===== src/rtl/prv_trap_sequencer.sv =====
// prv_trap_sequencer
// Arbitrates exceptions, mret and interrupts by fixed RISC-V priority.
// Holds a flush request (intr) until the pipeline drains, then issues a
// one-cycle PC redirect along with the CSR commit strobes.
//
// Ports:
//   CLK, RST                    clock, synchronous active-high reset
//   exc_req, epc, badaddr       exception requests (bit = code) and trap data
//   mret, mepc_r                return request and the current mepc
//   irq_pending, irq_enable,
//   mie_global                  mip, mie, mstatus.MIE
//   mtvec                       trap vector CSR, sampled in the redirect cycle
//   pipe_clear                  pipeline drained
//   intr, busy                  flush request, sequencer not idle
//   insert_pc, priv_pc          redirect strobe and target
//   trap_commit, mepc_o,
//   mcause_o, mtval_o           trap CSR write strobe and data
//   mret_commit                 privilege stack pop
//
// state     | meaning
// ----------+-----------------------------------------------------------
// IDLE      | accepting requests
// TRAP_WAIT | trap accepted, flushing until pipe_clear
// RET_WAIT  | mret accepted, flushing until pipe_clear
// INSERT    | one-cycle redirect plus commit strobe
module prv_trap_sequencer #(
  parameter int XLEN        = 32,
  parameter int NUM_IRQ     = 32,
  parameter bit VECTORED_EN = 1'b1
) (
  input  logic               CLK,
  input  logic               RST,
  input  logic [15:0]        exc_req,
  input  logic [XLEN-1:0]    epc,
  input  logic [XLEN-1:0]    badaddr,
  input  logic               mret,
  input  logic [NUM_IRQ-1:0] irq_pending,
  input  logic [NUM_IRQ-1:0] irq_enable,
  input  logic               mie_global,
  input  logic [XLEN-1:0]    mtvec,
  input  logic [XLEN-1:0]    mepc_r,
  input  logic               pipe_clear,
  output logic               intr,
  output logic               insert_pc,
  output logic [XLEN-1:0]    priv_pc,
  output logic               trap_commit,
  output logic [XLEN-1:0]    mepc_o,
  output logic [XLEN-1:0]    mcause_o,
  output logic [XLEN-1:0]    mtval_o,
  output logic               mret_commit,
  output logic               busy
);

  typedef enum logic [1:0] {IDLE, TRAP_WAIT, RET_WAIT, INSERT} state_e;

  // Codes 10 and 14 are reserved and never trap.
  localparam logic [15:0] EXC_MASK = 16'hBBFF;
  localparam int          NUM_EXC  = 14;
  // Highest priority first.
  localparam logic [3:0]  EXC_PRIO [NUM_EXC] = '{4'd3, 4'd12, 4'd1, 4'd2, 4'd0, 4'd8, 4'd9,
                                                 4'd11, 4'd6, 4'd4, 4'd15, 4'd13, 4'd7, 4'd5};

  state_e            state_q, state_d;
  logic [XLEN-1:0]   mepc_q, mepc_d;
  logic [XLEN-1:0]   mcause_q, mcause_d;
  logic [XLEN-1:0]   mtval_q, mtval_d;
  logic [XLEN-1:0]   ret_pc_q, ret_pc_d;
  logic              is_ret_q, is_ret_d;

  logic [15:0]       exc_valid;
  logic [3:0]        exc_code;
  logic [NUM_IRQ-1:0] irq_act;
  logic              irq_hit;
  logic [XLEN-1:0]   irq_code;
  logic [XLEN-1:0]   base;
  logic [XLEN-1:0]   vec_off;

  // Priority encoders: scan lowest priority first so the highest hit wins.
  always_comb begin
    exc_valid = exc_req & EXC_MASK;
    exc_code  = 4'd0;
    for (int i = NUM_EXC - 1; i >= 0; i--) begin
      if (exc_valid[EXC_PRIO[i]]) exc_code = EXC_PRIO[i];
    end

    irq_act  = irq_pending & irq_enable;
    irq_hit  = 1'b0;
    irq_code = '0;
    for (int i = NUM_IRQ - 1; i >= 16; i--) begin
      if (irq_act[i]) begin
        irq_hit  = 1'b1;
        irq_code = XLEN'(i);
      end
    end
    if (irq_act[7])  begin irq_hit = 1'b1; irq_code = XLEN'(7);  end
    if (irq_act[3])  begin irq_hit = 1'b1; irq_code = XLEN'(3);  end
    if (irq_act[11]) begin irq_hit = 1'b1; irq_code = XLEN'(11); end
  end

  always_comb begin
    state_d  = state_q;
    mepc_d   = mepc_q;
    mcause_d = mcause_q;
    mtval_d  = mtval_q;
    ret_pc_d = ret_pc_q;
    is_ret_d = is_ret_q;
    case (state_q)
      IDLE: begin
        if (|exc_valid) begin
          state_d  = TRAP_WAIT;
          is_ret_d = 1'b0;
          mepc_d   = epc;
          mcause_d = XLEN'(exc_code);
          case (exc_code)
            4'd3:               mtval_d = epc;
            4'd8, 4'd9, 4'd11:  mtval_d = '0;
            default:            mtval_d = badaddr;
          endcase
        end else if (mret) begin
          state_d  = RET_WAIT;
          is_ret_d = 1'b1;
          ret_pc_d = {mepc_r[XLEN-1:2], 2'b00};
        end else if (mie_global && irq_hit) begin
          state_d  = TRAP_WAIT;
          is_ret_d = 1'b0;
          mepc_d   = epc;
          mcause_d = {1'b1, irq_code[XLEN-2:0]};
          mtval_d  = '0;
        end
      end
      TRAP_WAIT, RET_WAIT: begin
        if (pipe_clear) state_d = INSERT;
      end
      INSERT:  state_d = IDLE;
      default: state_d = IDLE;
    endcase
  end

  always_ff @(posedge CLK) begin
    if (RST) begin
      state_q  <= IDLE;
      mepc_q   <= '0;
      mcause_q <= '0;
      mtval_q  <= '0;
      ret_pc_q <= '0;
      is_ret_q <= 1'b0;
    end else begin
      state_q  <= state_d;
      mepc_q   <= mepc_d;
      mcause_q <= mcause_d;
      mtval_q  <= mtval_d;
      ret_pc_q <= ret_pc_d;
      is_ret_q <= is_ret_d;
    end
  end

  // The vector offset reuses the latched cause code; the flag bit sits
  // above the slice so it never leaks into the offset.
  always_comb begin
    base    = {mtvec[XLEN-1:2], 2'b00};
    vec_off = {mcause_q[XLEN-3:0], 2'b00};
    priv_pc = '0;
    if (state_q == INSERT) begin
      if (is_ret_q)
        priv_pc = ret_pc_q;
      else if (VECTORED_EN && mtvec[1:0] == 2'b01 && mcause_q[XLEN-1])
        priv_pc = base + vec_off;
      else
        priv_pc = base;
    end
  end

  assign intr        = (state_q == TRAP_WAIT) || (state_q == RET_WAIT);
  assign busy        = (state_q != IDLE);
  assign insert_pc   = (state_q == INSERT);
  assign trap_commit = (state_q == INSERT) && !is_ret_q;
  assign mret_commit = (state_q == INSERT) && is_ret_q;
  assign mepc_o      = mepc_q;
  assign mcause_o    = mcause_q;
  assign mtval_o     = mtval_q;

endmodule


===== config.mk =====
export PLATFORM = sky130hd
export DESIGN_NAME = prv_trap_sequencer
export DESIGN_NICKNAME = d
export VERILOG_FILES = /design/src/rtl/prv_trap_sequencer.sv
export SDC_FILE = /design/constraint.sdc
export NUM_CORES = 1
export LEC_CHECK = 0
export BUFFER_PORTS_ARGS = -buffer_cell sky130_fd_sc_hd__buf_2
export CAP_MARGIN = 15
export CORE_AREA = 2 2 135 137
export DETAILED_ROUTE_END_ITERATION = 6
export DIE_AREA = 0 0 137 139
export PLACE_DENSITY = 0.72
export SYNTH_ARGS = -nofsm -noshare
export SYNTH_HDL_FRONTEND = slang
export SYNTH_SLANG_ARGS = --single-unit

===== constraint.sdc =====
create_clock -name CLK -period 2.1 [get_ports CLK]
set_input_delay 0.21 -clock CLK [delete_from_list [all_inputs] [get_ports CLK]]
set_output_delay 0.21 -clock CLK [all_outputs]
set_load 0.03 [all_outputs]

==> flow_summary.yaml <==
synthesis:
  synth.top_cell.area_share_pct: 36.74
  synth_commonest_cells: "170 x nand2_1, 103 x dfxtp_1, 85 x a21oi_1"
  synth_flop_cell: "dfxtp_1"
  yosysUniqueCellTypes: 61
  syn-cell-area_um2: 5612
  yosys.area.top_type: "dfxtp_1"
  synth_most_common_cell: "nand2_1"
  avgSynthCellArea_um2: 7.805
  async_flop_share_pct: 0
  synthCells: 719
  synthTopCellsByArea: "dfxtp_1 37%, nand2_1 11%, a21oi_1 7.6%"
  ys_seq_area_share_pct: 36.74
  ys_warn_count: 0
  synth_enable_flop_cells: 0
  ys_seq_elements: 103
worst_setup_path:
  worstPathRequired_ns: 1.89
  crit_type: "flop to output port"
  crit_path_end_kind: "output port"
  critPathMaxFanout: 4
  crit_arrival_ns: 2.30
  cp-start-kind: "flop"
  r2r_slack_ns: 0.24
cells_and_area:
  area_delta_synth_final_pct: 47.60
  multi_input_area_um2: 3496
  finalInstanceArea_um2: 8283
  utilization_pct: 46.91
  fin_nets: 1245
  seqCellArea_um2: 2073
  drive_gt1_share_pct: 40.33
  fillers: 1751
route:
  drc_errors: 0
  drt-total-wl_um: 20090
  via_per_inst: 4.993
  via_count: 6296
  routedWlPerCell_um: 15.93
  drtPass1Iterations: 5
  ant_nets: 0
  drt_iter0_markers: 278
cts:
  cts_buffers: 9
  cts_root_buffer: "clkbuf_16"
  clk_pin_slew_worst_paths_ns: 0.09
  cts_tree: "built"
  htreeDepth: 3
  clk_latency_ns: 0.35
  cts.sinks: 103
  postCtsHoldBufs: 0
  clk_path_buf_depth: 2
power:
  clock_power_share_pct: 21.2
  switchingPower_mw: 3.682
  p_total_mw: 8.300
  switching_share_pct: 44.36
  combPwrFrac_pct: 47.6
  p_leak_nw: 3.726
  power_frac_seq_pct: 31.2
  ir_drop_mv: 0.6946
  power_per_cell_area_nw_per_um2: 1002
  p_int_mw: 4.618
placement:
  place_ws_ns: -0.1873
  gp_congestion: 0.8480
  hpwl_um: 15030
  port_buffers: 287
  dpl_cell_area_um2: 7576
floorplan:
  fp.dieH_um: 139
  die-area_um2: 19040
  core_um2: 17660
  ios: 346
  start_util_pct: 31.78
  die_w_um: 137
  rows: 49
sta:
  drv_slew: 0
  setup_viol: 27
  finalCritPeriodShare_pct: 119.3
  final.min_clock_period_ns: 2.505
  fin_ws_ns: -0.4051
  hold_violations: 0
  rsz0062_at_grt: "true"
  fmax_mhz: 399.2
  worst_pin_slew_ns: 0.7557
  skew_ns: 0.01350
  slew_headroom_pct: 49.62
status:
  violations: "negative setup slack"
  status: "complete, but fails checks"
global_routing:
  grt.total_usage_pct: 20.19
  use_met1_pct: 26.02
  grt-ovfl-total: 0
  met3_usage_pct: 4.386
  antenna_found_initial: 3
  busiest_layer: "met2"
  grt_pass1_vias: 5809
  grt_pass1_wl_um: 30510
  use_met2_pct: 34.67
  grt_max_degree: 66
job:
  max_cap_violations: 0
min_path:
  hold_path.class: "input pin to flop"
## timing repair
| item | in CTS | in global routing |
|---|---|---|
| cloned | 1 | 0 |
| pin swaps | 19 | 16 |
| hold endpoints to repair | 0 | 0 |
| resized for setup | 73 | 21 |
| setup endpoints to repair | 28 | 29 |
| buffers inserted | 0 | 3 |
## power groups by stage
stage | registers, mW | clock network, mW | logic [mW]
5_1_grt | 2.63 | 1.87 | 4.26
2_1_floorplan | 3.35 | 0 | 1.74
3_5_place_dp | 2.61 | 0 | 3.78
4_1_cts | 2.58 | 1.80 | 3.91
6_report | 2.59 | 1.76 | 3.95
3_3_place_gp | 2.60 | 0 | 3.74
## final cells by class
type                    instances  share of cell area, %
clock buffers                   9                  2.719
diodes                          3                0.09063
repair buffers                337                  24.88
flip-flops and latches        103                  25.03
well taps                     229                  3.459
clock inverters                 7                  1.073
multi-input cells             561                  42.21
inverters                      12                 0.5438
## worst paths after layout
check | from | to | cells after the start
worst max-delay path | mcause_o[3] | priv_pc[22] | 9
worst min-delay path | badaddr[12] | mtval_o[12] | 2
worst max register to register | state_q[0] | mepc_o[11] | 7
worst min register to register | mepc_o[6] | mepc_o[6] | 2
## stage by stage
step | hold WS [ns] | std cells | TNS [ns]
after global routing | 0.06686 | 1260 | -10.72
after floorplan | 0.3460 | 746 | -0.6209
after detailed placement | 0.4372 | 1238 | -3.111
after global placement | 0.4319 | 1238 | -0.8645
after CTS | 0.06146 | 1255 | -8.315
final | 0.06997 | 1261 | -8.273
## cell families after synthesis
| kind of cell | share of synthesized area [%] |
|---|---|
| AO/OA/AOI/OAI | 23.30 |
| XOR/XNOR | 4.214 |
| adder cells (fa/ha/maj) | 1.917 |
| buffers and inverters | 8.316 |
| flip-flops | 36.74 |
| multiplexers | 0.7135 |
| other | 0.06683 |
| AND/OR/NAND/NOR | 24.73 |
## worst max-delay path, stage by stage (launching register included)
cell     delay (ns)
dfxtp_2        0.36
ha_4           0.27
buf_4          0.11
nand2_1        0.08
o21ai_4        0.18
nand4_1        0.23
buf_4          0.22
xor2_2         0.15
o21ai_2        0.17
buf_6          0.16
## layer usage
layer	share of wire, %	wire length (um)	vias up
met5	0	0	-
met1	43	8689	2934
li1	-	-	3102
met3	6.9	1393	17
met4	1.1	216	0
met2	49	9794	243
## cell usage in the layout (no fill, tap or decap), types with 5 or more instances in the layout
cell type / instances
o21ai_1: 6
buf_4: 46
nor3_1: 5
a221o_1: 32
xnor2_1: 20
nor4_1: 6
buf_6: 27
buf_12: 6
nand2_1: 170
dfxtp_1: 98
a22oi_1: 9
nand4_1: 9
nand3_1: 10
buf_2: 258
inv_1: 11
and2_1: 37
a21oi_1: 72
o21ai_2: 14
nor2_1: 17
o21ai_0: 19
nor3_2: 6
conb_1: 28
a21oi_2: 13
clkbuf_16: 9
## flip-flops by register name, indices dropped and copies added, names as in the netlist
register  cells
mepc_o       32
state_q       2
ret_pc_q     30
mcause_o      6
is_ret_q      1
mtval_o      32
Power figures use the tool's default switching activity.
